$ cat config.mk
export PLATFORM = sky130hd
export DESIGN_NAME = alu_seq_ctrl
export DESIGN_NICKNAME = d
export VERILOG_FILES = /design/src/rtl/tiny16_pkg.sv /design/src/rtl/alu_seq_ctrl.sv
export SDC_FILE = /design/constraint.sdc
export NUM_CORES = 1
export LEC_CHECK = 0
export CAP_MARGIN = 15
export CELL_PAD_IN_SITES_DETAIL_PLACEMENT = 0
export CELL_PAD_IN_SITES_GLOBAL_PLACEMENT = 2
export CORE_MARGIN = 2
export CORE_UTILIZATION = 21
export DETAILED_ROUTE_END_ITERATION = 6
export GPL_TIMING_DRIVEN = 0
export PLACE_DENSITY_LB_ADDON = 0.1
export SLEW_MARGIN = 0
export SYNTH_ARGS = -nofsm -noshare
export SYNTH_HDL_FRONTEND = slang
export SYNTH_SLANG_ARGS = --single-unit
$ cat constraint.sdc
create_clock -name clk -period 2.36 [get_ports clk]
set_clock_uncertainty 0.2 [all_clocks]
set_input_delay 0.472 -clock clk [delete_from_list [all_inputs] [get_ports clk]]
set_output_delay 0.472 -clock clk [all_outputs]
set_load 0.05 [all_outputs]
$ cat src/rtl/tiny16_pkg.sv
// rtl/tiny16_pkg.sv - shared ALU opcodes, legality bounds and sequencer state encoding
package tiny16_pkg;

    localparam logic [3:0] OP_ADD = 4'b0011;
    localparam logic [3:0] OP_SUB = 4'b0100;
    localparam logic [3:0] OP_MUL = 4'b0101;
    localparam logic [3:0] OP_DIV = 4'b0110;
    localparam logic [3:0] OP_AND = 4'b0111;
    localparam logic [3:0] OP_OR  = 4'b1000;
    localparam logic [3:0] OP_XOR = 4'b1001;
    localparam logic [3:0] OP_SHL = 4'b1010;
    localparam logic [3:0] OP_SHR = 4'b1011;

    localparam logic [3:0] OP_FIRST = OP_ADD;
    localparam logic [3:0] OP_LAST  = OP_SHR;

    typedef enum logic [1:0] {
        ST_IDLE = 2'd0,
        ST_READ = 2'd1,
        ST_EXEC = 2'd2,
        ST_WB   = 2'd3
    } seq_state_t;

endpackage

$ cat src/rtl/alu_seq_ctrl.sv
// rtl/alu_seq_ctrl.sv - four-state sequencer: regfile read, one ALU strobe, writeback
module alu_seq_ctrl
    import tiny16_pkg::*;
#(
    parameter int DATA_W = 16,
    parameter int REG_AW = 3,
    parameter int CNT_W  = 16
) (
    input  logic              clk,
    input  logic              rst,
    input  logic              req_valid,
    output logic              req_ready,
    input  logic [3:0]        req_opcode,
    input  logic              req_ar,
    input  logic [REG_AW-1:0] req_rd,
    input  logic [REG_AW-1:0] req_rs1,
    input  logic [REG_AW-1:0] req_rs2,
    input  logic              req_use_imm,
    input  logic [DATA_W-1:0] req_imm,
    output logic [REG_AW-1:0] rf_raddr1,
    output logic [REG_AW-1:0] rf_raddr2,
    input  logic [DATA_W-1:0] rf_rdata1,
    input  logic [DATA_W-1:0] rf_rdata2,
    output logic              rf_we,
    output logic [REG_AW-1:0] rf_waddr,
    output logic [DATA_W-1:0] rf_wdata,
    output logic [3:0]        alu_opcode,
    output logic              alu_ar,
    output logic [DATA_W-1:0] alu_src1,
    output logic [DATA_W-1:0] alu_src2,
    output logic              alu_out_en,
    input  logic [DATA_W-1:0] alu_result,
    output logic              done,
    output logic              err,
    output logic [CNT_W-1:0]  op_count
);

    seq_state_t        state, next_state;
    logic [3:0]        op_q;
    logic              ar_q;
    logic [REG_AW-1:0] rd_q, rs1_q, rs2_q;
    logic              use_imm_q;
    logic [DATA_W-1:0] imm_q;
    logic              err_q;
    logic [DATA_W-1:0] result_q;

    logic [DATA_W-1:0] src2;
    logic              illegal_op;
    logic              div_zero;
    logic              trap;

    assign src2       = use_imm_q ? imm_q : rf_rdata2;
    assign illegal_op = (op_q < OP_FIRST) || (op_q > OP_LAST);
    assign div_zero   = (op_q == OP_DIV) && (src2 == '0);
    assign trap       = illegal_op || div_zero;

    always_ff @(posedge clk) begin
        if (rst) begin
            state     <= ST_IDLE;
            op_q      <= '0;
            ar_q      <= 1'b0;
            rd_q      <= '0;
            rs1_q     <= '0;
            rs2_q     <= '0;
            use_imm_q <= 1'b0;
            imm_q     <= '0;
            err_q     <= 1'b0;
            result_q  <= '0;
            op_count  <= '0;
        end else begin
            state <= next_state;
            if (state == ST_IDLE && req_valid) begin
                op_q      <= req_opcode;
                ar_q      <= req_ar;
                rd_q      <= req_rd;
                rs1_q     <= req_rs1;
                rs2_q     <= req_rs2;
                use_imm_q <= req_use_imm;
                imm_q     <= req_imm;
            end
            if (state == ST_EXEC) begin
                err_q <= trap;
                if (!trap) begin
                    result_q <= alu_result;
                end
            end
            if (state == ST_WB) begin
                err_q <= 1'b0;
                if (!err_q) begin
                    op_count <= op_count + CNT_W'(1);
                end
            end
        end
    end

    // Strobes are masked by rst so a reset cycle never leaks a write, done or flag update.
    always_comb begin
        next_state = state;
        req_ready  = 1'b0;
        rf_raddr1  = '0;
        rf_raddr2  = '0;
        rf_we      = 1'b0;
        rf_waddr   = '0;
        rf_wdata   = '0;
        alu_opcode = '0;
        alu_ar     = 1'b0;
        alu_src1   = '0;
        alu_src2   = '0;
        alu_out_en = 1'b0;
        done       = 1'b0;
        err        = 1'b0;
        case (state)
            ST_IDLE: begin
                req_ready = 1'b1;
                if (req_valid) begin
                    next_state = ST_READ;
                end
            end
            ST_READ: begin
                rf_raddr1  = rs1_q;
                rf_raddr2  = rs2_q;
                next_state = ST_EXEC;
            end
            ST_EXEC: begin
                alu_opcode = op_q;
                alu_ar     = ar_q;
                alu_src1   = rf_rdata1;
                alu_src2   = src2;
                alu_out_en = !trap && !rst;
                next_state = ST_WB;
            end
            ST_WB: begin
                done       = !rst;
                err        = err_q && !rst;
                rf_we      = !err_q && !rst;
                rf_waddr   = rd_q;
                rf_wdata   = result_q;
                next_state = ST_IDLE;
            end
            default: next_state = ST_IDLE;
        endcase
    end

endmodule

Word-level counts from Yosys, hierarchy flattened --
Cells that the tools add are included.
Word-level totals: bits in registers 66, input bits 82, output and inout bits 83, word-level logic and storage cells 52
Cells by class: $add $sub $neg 1, order comparisons 2, equality and inequality tests 5, multiplexer cells 16, bitwise logic cells 2, reduce and logical (&&, ||, !) cells 15
Operators with widths (count):
- $mux 16 | 4
- $add 16x1->16 const B | 1
- $logic_not 16->1 | 1
- $mux 3 | 3
- $pmux 2 s4 | 1
- $mux 1 | 6
- $logic_and 1x1->1 | 5
- $eq 2x2->1 const B | 2
- $eq 4x3->1 const B | 1
- $gt 4x4->1 const B | 1
- $lt 4x2->1 const B | 1
- $mux 4 | 1
- $reduce_and 2->1 | 2
- $logic_not 1->1 | 3
- $eq 2x1->1 const B | 1
- $logic_not 2->1 | 1
- $logic_or 1x1->1 | 2
- $mux 2 | 1
- $ne 2x2->1 const B | 1
- $not 1->1 | 2
- $reduce_or 2->1 | 1

Logic depth before layout (Yosys ltp) --
depth after elaboration 7, gate-level depth with buffers 7, depth with buffers taken out 6

Least setup slack after synthesis --
Ideal clock, no wire load.
path kind input-to-output, start point input rst, end point output err, arrival time 1.876 ns, data required time 1.688 ns, path slack -0.188 ns, stages on the path 3, buffers on the path 1, cells stage by stage clkbuf_8 nor2b_1 and2_1
Between the ends: word-level cells in the longest chain between the ends 3
RTL lines:
- from (decl) | line alu_seq_ctrl.sv:10 | input logic rst,
- $logic_not 1->1 | line alu_seq_ctrl.sv:134 | err = err_q && !rst;
- $logic_and 1x1->1 | line alu_seq_ctrl.sv:134
- $mux 1 | line alu_seq_ctrl.sv:112 | case (state)
- to (decl) | line alu_seq_ctrl.sv:34 | output logic err,
Every way passes these cells.

Worst setup path after layout --
start point input rf_rdata2[15], end point output alu_out_en
Between the ends: word-level cells in the longest chain between the ends 7
RTL lines:
- from (decl) | line alu_seq_ctrl.sv:23 | input logic [DATA_W-1:0] rf_rdata2,
- $mux 16 | line alu_seq_ctrl.sv:52 | assign src2 = use_imm_q ? imm_q : rf_rdata2;
- $logic_not 16->1 | line alu_seq_ctrl.sv:54 | assign div_zero = (op_q == OP_DIV) && (src2 == '0);
- $logic_and 1x1->1 | line alu_seq_ctrl.sv:54
- $logic_or 1x1->1 | line alu_seq_ctrl.sv:55 | assign trap = illegal_op || div_zero;
- $logic_not 1->1 | line alu_seq_ctrl.sv:129 | alu_out_en = !trap && !rst;
- $logic_and 1x1->1 | line alu_seq_ctrl.sv:129
- $mux 1 | line alu_seq_ctrl.sv:112
- to (decl) | line alu_seq_ctrl.sv:31 | output logic alu_out_en,
Every way passes these cells.

==> results.json <==
{
  "setup_violations": 1,
  "power.switching_mw": 1.841,
  "tightest_slew_ns": 0.6769,
  "antenna_found_initial": 0,
  "gp_congestion": 0.7507,
  "end_kind": "output port",
  "rsz0062_at_grt": "true",
  "drtIter0Drc": 81,
  "avgSynthCellArea_sq_um": 8.524,
  "clock.fmax_ghz": 0.4113,
  "synth-seq-area-share_pct": 41.56,
  "die_y_um": 127.0,
  "maxSlewViolCount": 0,
  "ios": 165,
  "ir_worst_vdd_mv": 0.4936,
  "synth_flop_cell": "dfxtp_1",
  "place_ws_ns": -1.248,
  "area_growth_syn_to_layout_pct": 67.18,
  "critPathKind": "input port to output port",
  "vias": 3145,
  "port_buffers": 163,
  "critPathLaunchType": "input port",
  "cts_buffers": 9,
  "syn_area_sq_um": 3179,
  "syn_nets": 460,
  "cts_tree": "built",
  "synth-async-reset-ratio_pct": 0,
  "hpwl_um": 8277,
  "avgRoutedWirePerCell_um": 14.70,
  "hold-worst-slack_ns": 0.2482,
  "maxCapViolCount": 0,
  "core_sq_um": 14640,
  "synth-edff-count": 0,
  "finalNetCount": 638,
  "power_frac_comb_pct": 39.5,
  "leakagePower_nw": 2.167,
  "worst_slack_ns": -0.07158,
  "multi_input_area_sq_um": 1803,
  "via_per_inst": 4.244,
  "n_fill_cell": 1567,
  "postCtsHoldBufs": 0,
  "critPathRequiredTime_ns": 1.69,
  "grt_usage_pct": 13.59,
  "fin_util_pct": 36.30,
  "grt_first_pass_wirelength_um": 17110,
  "synth_cell_types": 37,
  "yosysWarningCount": 0,
  "hold_path_class": "flip-flop to flip-flop",
  "seqCellArea_sq_um": 1326,
  "drc_errors": 0,
  "grt_overflow": 0,
  "path_max_fanout": 2,
  "pwr-share-seq_pct": 28.9,
  "start_util_pct": 21.71,
  "finalCriticalPeriod_ns": 2.432,
  "cts-root-buf": "clkbuf_16",
  "wl_um": 10890,
  "std_cell_rows": 44,
  "p_int_mw": 2.992,
  "cellPowerDensity_nw_per_um2": 909.4,
  "period_share_pct": 103.0,
  "p_clk_share_pct": 31.6,
  "grt_pass1_vias": 3225,
  "violations": "setup timing",
  "syn_inst": 373,
  "sw_frac_of_total_pct": 38.10,
  "first_pass_iters": 4,
  "die_w_um": 127.0,
  "clock-sinks": 66,
  "maxSlewHeadroom_pct": 54.52,
  "dieArea_sq_um": 16140,
  "worstSkewPairLatency_ns": 0.34,
  "cts_max_level": 3,
  "ys_seq_elements": 66,
  "grt_max_degree": 12,
  "clk_pin_slew_ns": 0.05,
  "post_route_cells_drive_above_1_share_pct": 21.94,
  "critPathArrivalTime_ns": 1.76,
  "status": "complete, but fails checks",
  "hold_viol": 0,
  "clock_path_buffers": 2,
  "drtAntennaViolNets": 0
}
-- per-stage QoR --
| stage | cells | power (mW) | cell area, sq um | TNS (ns) |
|---|---|---|---|---|
| after global placement | 720 | 3.331 | 5044 | -32.24 |
| final | 741 | 4.834 | 5315 | -0.07158 |
| after detailed placement | 720 | 3.352 | 5044 | -32.41 |
| after CTS | 740 | 4.912 | 5275 | -0.2275 |
| after global routing | 740 | 5.118 | 5313 | -0.1063 |
| after floorplan | 373 | 2.626 | 3182 | 0 |
-- cell type report --
type                            instances  area share (%)
Timing Repair Buffer                  168           27.38
Multi-Input combinational cell        280           33.92
Antenna cell                            1         0.04708
Clock buffer                           11           4.379
Inverter                                4          0.2825
Tap cell                              184           4.331
Clock inverter                          5           1.930
Sequential cell                        66           24.95
Buffer                                 22           2.778
-- cell families after synthesis --
group	after synthesis	share of synthesized area [%]
AND/OR/NAND/NOR	187	29.99
multiplexers	19	6.100
buffers and inverters	27	4.250
flip-flops	66	41.56
XOR/XNOR	15	4.132
adder cells (fa/ha/maj)	5	1.968
AO/OA/AOI/OAI	54	12.00
-- cells in the mapped netlist, types with 5 or more instances --
master / n / area (sq um)
xor2_1: 11 / 96.34
nand4_1: 6 / 37.54
nor2_1: 22 / 82.58
nor4_1: 7 / 43.79
nor2b_1: 18 / 112.6
clkbuf_1: 18 / 67.56
and2_1: 49 / 306.5
nand2_1: 71 / 266.5
ha_1: 5 / 62.56
a22o_1: 16 / 140.1
a21oi_1: 32 / 160.2
mux2i_1: 18 / 180.2
dfxtp_1: 66 / 1321
-- timing repair --
action                                  CTS  global route
endpoints found under the setup margin   76            44
pin swaps                                 7             6
resized for setup                       388            21
buffers inserted                          5             0
-- state kept, by name, indices dropped and copies added, names as in the netlist --
name and flops:
rd_q 3, result_q 16, rs2_q 3, imm_q 16, use_imm_q 1, err_q 1, op_count 16, rs1_q 3
op_q 4, ar_q 1, state 2
-- metal layers --
metal	global-route usage, %	share of wire, %	wire length (um)	up-vias
met2	21.22	45	4860	111
met5	0	0	0	-
met1	17.34	46	5048	1420
li1	-	-	-	1604
met4	3.814	1.1	119	0
met3	5.570	7.9	862	10
-- worst paths after layout --
kind,startpoint,end,cells past startpoint,slack [ns]
worst max-delay path,rf_rdata2[15],alu_out_en,5,-0.07
worst min-delay path,rd_q[0]$_SDFFE_PP0P_,rd_q[0]$_SDFFE_PP0P_,2,0.25
worst max register to register,state[1]$_SDFFE_PP0P_,op_count[9]$_SDFFE_PP0P_,6,0.21
worst min register to register,rd_q[0]$_SDFFE_PP0P_,rd_q[0]$_SDFFE_PP0P_,2,0.25
-- worst max-delay path, cell delays in order --
cell           delay (ns)
dlygate4sd2_1        0.24
or4_4                0.54
o22ai_4              0.21
a211oi_4             0.11
buf_6                0.17
-- power groups by stage --
stage | combinational, mW | clock, mW | sequential [mW]
floorplan | 1.25 | 0 | 1.38
global placement | 1.93 | 0 | 1.40
detailed placement | 1.95 | 0 | 1.41
CTS | 1.94 | 1.57 | 1.40
global route | 2.07 | 1.62 | 1.42
finish | 1.91 | 1.53 | 1.40
-- cell usage in the layout, fill, tap and decap left out, types with 2 or more instances in the layout --
cell,synthesis,layout
nor2_1,22,22
dfxtp_2,0,4
a22o_1,16,16
buf_4,1,22
a21oi_1,32,32
mux2i_1,18,18
inv_1,4,3
nand4_1,6,6
clkdlybuf4s15_2,0,7
clkdlybuf4s50_1,0,79
clkbuf_4,0,9
and2_1,49,49
ha_2,0,2
clkbuf_8,1,3
xnor2_1,4,4
xor2_1,11,11
nor4_1,7,2
nor2b_1,18,13
and3_1,2,2
dlygate4sd2_1,0,14
buf_6,1,7
clkbuf_16,0,9
bufinv_16,0,3
nand3_1,3,3
buf_2,1,31
dfxtp_1,66,62
nor4_2,0,5
nand2_1,71,71
clkdlybuf4s15_1,0,2
clkbuf_2,0,2
ha_1,5,2
nor2b_2,0,4
clkbuf_1,18,14
Note: power is estimated with default switching activity, not from simulation.
